<file path="src/rtl/ps2_pkg.sv">
// rtl/ps2_pkg.sv - shared types and byte constants for the PS/2 key decoder
// Holds the prefix-parser state enum, PS/2 prefix/discard bytes,
// direction scancodes and the move encoding used by the decoder and tracker.
package ps2_pkg;

    typedef enum logic [2:0] {
        ST_IDLE,
        ST_EXT,
        ST_BRK,
        ST_EXT_BRK,
        ST_PAUSE
    } ps2_state_t;

    // Prefix bytes
    localparam logic [7:0] CODE_EXT    = 8'hE0;
    localparam logic [7:0] CODE_BRK    = 8'hF0;
    localparam logic [7:0] CODE_PAUSE  = 8'hE1;

    // Controller/keyboard status bytes that never form a key event
    localparam logic [7:0] CODE_ACK    = 8'hFA;
    localparam logic [7:0] CODE_BAT    = 8'hAA;
    localparam logic [7:0] CODE_ECHO   = 8'hEE;
    localparam logic [7:0] CODE_RESEND = 8'hFE;
    localparam logic [7:0] CODE_ERR0   = 8'h00;
    localparam logic [7:0] CODE_ERR1   = 8'hFF;

    // Pause sends E1 followed by seven more bytes
    localparam logic [2:0] PAUSE_SKIP  = 3'd7;

    // Direction scancodes: arrows are E0-prefixed, WASD are plain
    localparam logic [7:0] CODE_UP     = 8'h75;
    localparam logic [7:0] CODE_DOWN   = 8'h72;
    localparam logic [7:0] CODE_LEFT   = 8'h6B;
    localparam logic [7:0] CODE_RIGHT  = 8'h74;
    localparam logic [7:0] CODE_W      = 8'h1D;
    localparam logic [7:0] CODE_S      = 8'h1B;
    localparam logic [7:0] CODE_A      = 8'h1C;
    localparam logic [7:0] CODE_D      = 8'h23;

    // move encoding
    localparam logic [2:0] MOVE_NONE   = 3'd0;
    localparam logic [2:0] MOVE_UP     = 3'd1;
    localparam logic [2:0] MOVE_DOWN   = 3'd2;
    localparam logic [2:0] MOVE_LEFT   = 3'd3;
    localparam logic [2:0] MOVE_RIGHT  = 3'd4;

    function automatic logic is_prefix(input logic [7:0] b);
        return (b == CODE_EXT) || (b == CODE_BRK) || (b == CODE_PAUSE);
    endfunction

    function automatic logic is_discard(input logic [7:0] b);
        return (b == CODE_ACK) || (b == CODE_BAT) || (b == CODE_ECHO) ||
               (b == CODE_RESEND) || (b == CODE_ERR0) || (b == CODE_ERR1);
    endfunction

endpackage

</file>
<file path="src/rtl/ps2_dir_tracker.sv">
// rtl/ps2_dir_tracker.sv - held-state and last-direction tracking for direction keys
// Ports: clk, resetn (async, active-low); ev strobe with code/make/ext of the
// decoded event; held = {right, left, down, up}; move = last direction pressed.
module ps2_dir_tracker
    import ps2_pkg::*;
#(
    parameter bit WASD_EN = 1'b1
) (
    input  logic       clk,
    input  logic       resetn,
    input  logic       ev,
    input  logic [7:0] code,
    input  logic       make,
    input  logic       ext,
    output logic [3:0] held,
    output logic [2:0] move
);

    logic       dir_hit;
    logic [1:0] dir_idx;
    logic [3:0] dir_bit;
    logic [2:0] dir_move;
    logic [3:0] held_next;
    logic [2:0] move_next;

    // Highest-priority held key: up > down > left > right
    function automatic logic [2:0] fallback(input logic [3:0] h);
        if (h[0])      return MOVE_UP;
        else if (h[1]) return MOVE_DOWN;
        else if (h[2]) return MOVE_LEFT;
        else if (h[3]) return MOVE_RIGHT;
        else           return MOVE_NONE;
    endfunction

    always_comb begin
        dir_hit = 1'b0;
        dir_idx = 2'd0;
        if (ext) begin
            case (code)
                CODE_UP:    begin dir_hit = 1'b1; dir_idx = 2'd0; end
                CODE_DOWN:  begin dir_hit = 1'b1; dir_idx = 2'd1; end
                CODE_LEFT:  begin dir_hit = 1'b1; dir_idx = 2'd2; end
                CODE_RIGHT: begin dir_hit = 1'b1; dir_idx = 2'd3; end
                default:    ;
            endcase
        end else if (WASD_EN) begin
            case (code)
                CODE_W:  begin dir_hit = 1'b1; dir_idx = 2'd0; end
                CODE_S:  begin dir_hit = 1'b1; dir_idx = 2'd1; end
                CODE_A:  begin dir_hit = 1'b1; dir_idx = 2'd2; end
                CODE_D:  begin dir_hit = 1'b1; dir_idx = 2'd3; end
                default: ;
            endcase
        end
    end

    assign dir_bit  = 4'b0001 << dir_idx;
    assign dir_move = {1'b0, dir_idx} + 3'd1;

    always_comb begin
        held_next = held;
        move_next = move;
        if (ev && dir_hit) begin
            if (make) begin
                held_next = held | dir_bit;
                move_next = dir_move;
            end else begin
                held_next = held & ~dir_bit;
                // Only the key currently steering hands over to a remaining one
                if (move == dir_move) begin
                    move_next = fallback(held_next);
                end
            end
        end
    end

    always_ff @(posedge clk or negedge resetn) begin
        if (!resetn) begin
            held <= 4'd0;
            move <= MOVE_NONE;
        end else begin
            held <= held_next;
            move <= move_next;
        end
    end

endmodule

</file>
<file path="src/rtl/ps2_key_decoder.sv">
// rtl/ps2_key_decoder.sv - PS/2 byte-stream to key-event decoder with direction tracking
// Ports: clk, resetn (async, active-low); key_en/key_data byte input;
// key_valid pulse with keycode/key_make/key_ext; held/move direction state;
// err pulse on malformed or timed-out prefix sequences.
module ps2_key_decoder
    import ps2_pkg::*;
#(
    parameter int TIMEOUT = 2_500_000,
    parameter bit WASD_EN = 1'b1
) (
    input  logic       clk,
    input  logic       resetn,
    input  logic       key_en,
    input  logic [7:0] key_data,
    output logic       key_valid,
    output logic [7:0] keycode,
    output logic       key_make,
    output logic       key_ext,
    output logic [3:0] held,
    output logic [2:0] move,
    output logic       err
);

    localparam int CNT_W = (TIMEOUT > 2) ? $clog2(TIMEOUT) : 1;
    localparam logic [CNT_W-1:0] CNT_LAST = CNT_W'(TIMEOUT - 1);

    ps2_state_t       state, state_next;
    logic [CNT_W-1:0] cnt, cnt_next;
    logic [2:0]       skip, skip_next;
    logic             ev;
    logic [7:0]       ev_code;
    logic             ev_make;
    logic             ev_ext;
    logic             err_next;

    always_comb begin
        state_next = state;
        cnt_next   = cnt;
        skip_next  = skip;
        ev         = 1'b0;
        ev_code    = key_data;
        ev_make    = 1'b1;
        ev_ext     = 1'b0;
        err_next   = 1'b0;

        if (key_en) begin
            cnt_next = '0;
            case (state)
                ST_IDLE: begin
                    if (key_data == CODE_EXT) begin
                        state_next = ST_EXT;
                    end else if (key_data == CODE_BRK) begin
                        state_next = ST_BRK;
                    end else if (key_data == CODE_PAUSE) begin
                        state_next = ST_PAUSE;
                        skip_next  = PAUSE_SKIP;
                    end else if (!is_discard(key_data)) begin
                        ev = 1'b1;
                    end
                end
                ST_EXT: begin
                    if (key_data == CODE_BRK) begin
                        state_next = ST_EXT_BRK;
                    end else if (key_data != CODE_EXT) begin
                        ev         = 1'b1;
                        ev_ext     = 1'b1;
                        state_next = ST_IDLE;
                    end
                end
                ST_BRK, ST_EXT_BRK: begin
                    state_next = ST_IDLE;
                    if (is_prefix(key_data)) begin
                        err_next = 1'b1;
                    end else begin
                        ev      = 1'b1;
                        ev_make = 1'b0;
                        ev_ext  = (state == ST_EXT_BRK);
                    end
                end
                ST_PAUSE: begin
                    // Trailing Pause bytes are swallowed unparsed
                    skip_next = skip - 3'd1;
                    if (skip == 3'd1) begin
                        ev         = 1'b1;
                        ev_code    = CODE_PAUSE;
                        state_next = ST_IDLE;
                    end
                end
                default: state_next = ST_IDLE;
            endcase
        end else if (state != ST_IDLE) begin
            if (cnt == CNT_LAST) begin
                state_next = ST_IDLE;
                cnt_next   = '0;
                skip_next  = 3'd0;
                err_next   = 1'b1;
            end else if (cnt != '1) begin
                cnt_next = cnt + 1'b1;
            end
        end
    end

    always_ff @(posedge clk or negedge resetn) begin
        if (!resetn) begin
            state     <= ST_IDLE;
            cnt       <= '0;
            skip      <= 3'd0;
            key_valid <= 1'b0;
            keycode   <= 8'd0;
            key_make  <= 1'b0;
            key_ext   <= 1'b0;
            err       <= 1'b0;
        end else begin
            state     <= state_next;
            cnt       <= cnt_next;
            skip      <= skip_next;
            key_valid <= ev;
            err       <= err_next;
            if (ev) begin
                keycode  <= ev_code;
                key_make <= ev_make;
                key_ext  <= ev_ext;
            end
        end
    end

    ps2_dir_tracker #(
        .WASD_EN (WASD_EN)
    ) u_dir (
        .clk    (clk),
        .resetn (resetn),
        .ev     (ev),
        .code   (ev_code),
        .make   (ev_make),
        .ext    (ev_ext),
        .held   (held),
        .move   (move)
    );

endmodule

</file>
<file path="config.mk">
export PLATFORM = sky130hd
export DESIGN_NAME = ps2_key_decoder
export DESIGN_NICKNAME = d
export VERILOG_FILES = /design/src/rtl/ps2_pkg.sv /design/src/rtl/ps2_dir_tracker.sv /design/src/rtl/ps2_key_decoder.sv
export SDC_FILE = /design/constraint.sdc
export NUM_CORES = 1
export LEC_CHECK = 0
export BUFFER_PORTS_ARGS = -buffer_cell sky130_fd_sc_hd__buf_2
export CAP_MARGIN = 10
export CORE_UTILIZATION = 50
export DETAILED_ROUTE_END_ITERATION = 8
export PLACE_DENSITY = 0.8
export SLEW_MARGIN = 20
export SYNTH_ARGS = -nofsm -noshare
export SYNTH_HDL_FRONTEND = slang
export SYNTH_SLANG_ARGS = --single-unit
</file>
<file path="constraint.sdc">
create_clock -name clk -period 3.94 [get_ports clk]
set_input_delay 0.394 -clock clk [delete_from_list [all_inputs] [get_ports clk]]
set_output_delay 0.394 -clock clk [all_outputs]
set_load 0.02 [all_outputs]
</file>
==> metrics.md <==
| Metric | Value |
|---|---|
| Distinct cells, synth | 62 |
| Hold Buf Count CTS | 0 |
| Vias | about 2700 |
| Crit-path slowest cell | dfrtp_1 |
| Slew headroom | between 50 and 60% |
| Fraction of layout cells with a size suffix above 1 | ~17% |
| Vias per inst | about 6.1 |
| RSZ-0062 raised after global routing | false |
| Critical-path cell list | o21bai_1, a2111oi_4, nor2_1, nor3_1, o21a_1, ha_1, xnor2_1, and3_1, and3_4, o311a_4, mux2_4 |
| H-tree depth | 2 |
| Sequential fraction of the synthesis area | just under 40% |
| FF-to-FF End | u_dir.move[1] |
| Post-synth top cells | dfrtp_1 (47), nand2_1 (33), nor2_1 (32) |
| Vias in the first global route | roughly 2500 |
| Resize count post-CTS | 0 |
| Peak Freq | 295.3 MHz |
| Synth Instances | 336 |
| Placed cells | approximately 430 |
| Crit Path Max Fanout | 14 |
| Min-delay worst type | in2async |
| Synth warnings | 0 |
| 1st-pass router iterations | 4 |
| Row count | 27 |
| Final WL | about 6600 um |
| Pleak | between 1 and 1.5 nW |
| Die ar. | 6378 um^2 |
| Setup crit end kind | register |
| Final setup viols | 0 |
| CTS Buf Count | 5 |
| Crit path kind | reg2reg |
| Post-route DRC | 0 |
| Ports | 30 |
| Initial Utilization | approximately 53% |
| Status | complete, no violations |
| Global routing's busiest layer | met2 |
| Fin crit share | around 86% |
| Clock root buffer | clkbuf_8 |
| Final net count | 380 |
| Reg2reg setup slack | 0.55 ns |
| Area growth syn-to-layout | 9.492% |
| Synthesized area per cell | approximately 9.0 um^2 |
| Grt met2 use | 36.15% |
| Setup TNS Final | 0 ns |
| GRT Overall Usage | a little under a quarter |
| Slew Viols, Final | 0 |
| CTS max path bufs | 2 |
| CP max stage delay | around 0.60 ns |
| Largest cells by area after synthesis | dfrtp_1 (39%), xnor2_1 (4.3%), nand2_1 (4.1%) |
| Mapped Nets | roughly 350 |
| Worst-case reg-to-reg path depth | 11 |
| Largest net degree at the start of global routing | between 40 and 50 |
| R2R Path Start | state[2] |
| Mapped Area | 3032 um^2 |
| Worst-margin pin slew | around 0.6 ns |
| First-pass GRT wire length | between 10000 and 15000 um |
| CTS tree | yes |
| Flops & latches, synth | 47 |
| Clock slew at reported path FFs | approximately 0.08 ns |
| Total congestion overflow | 0 |
| Post-synth ARST share | 100.0% |
| Worst-Skew Late Latency | approximately 0.3 ns |
| Minimum clock period | 3.386 ns |
| Critical path arrival | around 3.6 ns |
| WL/cell | 15.28 um |
| # clock sinks | 47 |
| Die X | between 70 and 80 um |
| Max VDD drop | approximately 0.28 mV |
| Placed wire-length estimate | 4836 um |
| Met1 usage | ~32% |
| Die height | 79.87 um |
| Worst Path Required | around 4.1 ns |
| GP Congestion | around 0.92 |
| Clock Skews | ~0.0082 ns |
| Final Instance Count excl. Fillers | roughly 440 |
| Core region area | about 5700 um^2 |
| Leading area contributor after synthesis | dfrtp_1 |
| Final hold viol count | 0 |
| Max-Cap Viols | 0 |
| Main synth FF type | dfrtp_1 |
| Postcts setup bufs | 0 |
| PwrDens | ~440 nW/um^2 |
| Post-synth EDFFs | 0 |
| IO buf count | 29 |
| Met3 Use GR | 4.457% |
| Top-area cell type share of the netlist area | slightly below 40% |
| DRT iter0 DRCs | ~260 |
| Initial antenna violation count | 0 |
| Most common cell in the synthesized netlist | dfrtp_1 |
| Setup crit start kind | register |
| Antenna Nets Post-Route | 0 |
| N_diodes | 0 |
how the worst max path moves through the flow:
| stage | startpoint | to | slack (ns) | cells past startpoint |
|---|---|---|---|---|
| after floorplan | key_data[2] | u_dir.move[0] | 0.85 | 12 |
| after global placement | key_data[4] | u_dir.move[0] | 0.69 | 12 |
| after detailed placement | key_data[4] | u_dir.move[1] | 0.56 | 12 |
| after CTS | state[2] | u_dir.move[1] | 0.59 | 11 |
| after global routing | state[2] | u_dir.move[1] | 0.38 | 11 |
| final | state[2] | u_dir.move[1] | 0.55 | 11 |
state kept, by name, indices dropped and copies added (netlist names), 3 cells and up, named ones only:
| name | flops |
|---|---|
| cnt | 22 |
| keycode | 8 |
| skip | 3 |
| state | 3 |
| u_dir.move | 3 |
per-stage QoR:
step | hold slack (ns) | power, mW | area [um^2] | utilization [%] | setup slack [ns]
global placement | 0.4596 | 1.139 | 3217 | 56.68 | 0.6921
detailed placement | 0.4747 | 1.156 | 3217 | 56.68 | 0.5633
global route | 0.1398 | 1.569 | 3319 | 58.49 | 0.3803
finish | 0.09257 | 1.466 | 3319 | 58.49 | 0.5536
floorplan | 0.09841 | 1.001 | 3032 | - | 0.8462
CTS | 0.3188 | 1.475 | 3317 | 58.44 | 0.5872
critical path: cells and delay by family (launching register included):
kind                       cells  cell delay [ns]
AOI/OAI and AO/OA              4             1.24
DFF                            1             0.60
muxes                          1             0.30
xor gates and xnor gates       1             0.14
and+or+nand+nor                4             0.72
adders and majority gates      1             0.28
per-layer routing:
layer,up-vias,wire [um],part of all wire (%)
li1,1298,-,-
met1,1282,3240,49
met2,76,2976,45
met3,14,316,4.8
met4,0,112,1.7
met5,-,0,0
placed cells by master, fill, tap and decap left out, drive strengths merged, types with 4 or more instances in the layout:
cell type | netlist | routed
a211oi | 10 | 10
and4 | 4 | 4
nand3 | 18 | 18
or4 | 4 | 4
a21oi | 10 | 10
dfrtp | 47 | 47
ha | 7 | 7
o21ai | 17 | 17
nand4 | 7 | 7
a21o | 5 | 5
buf | 9 | 32
xnor2 | 15 | 15
nor3 | 12 | 12
a41oi | 4 | 4
nor4 | 5 | 5
nor2 | 34 | 34
a31oi | 11 | 11
a2111oi | 4 | 4
inv | 17 | 17
clkbuf | 4 | 8
nand2 | 33 | 33
o211ai | 4 | 4
logic make-up after synthesis:
logic type / after synthesis / synth area share (%)
compound gates: 84 / 21.34
xor+xnor: 15 / 4.334
fa+ha+maj: 7 / 2.889
buf+inv: 31 / 4.622
flops: 47 / 38.79
mux: 5 / 2.022
simple gates: 147 / 26.00
where the power goes:
group	switching, mW	leakage (nW)	internal [mW]	total (mW)
combinational	0.311	0.733	0.178	0.488
clock	0.155	0.0515	0.160	0.315
sequential	0.0875	0.614	0.575	0.662
total	0.554	1.40	0.913	1.47
area by class of cell:
type,count,area (um^2)
flip-flops and latches,47,1176
well taps,72,90.09
fillers,528,2356
inverters,18,67.56
clock buffers,8,100.1
multi-input cells,258,1715
repair buffers,32,170.2
Note: power is estimated with default switching activity, not from simulation.
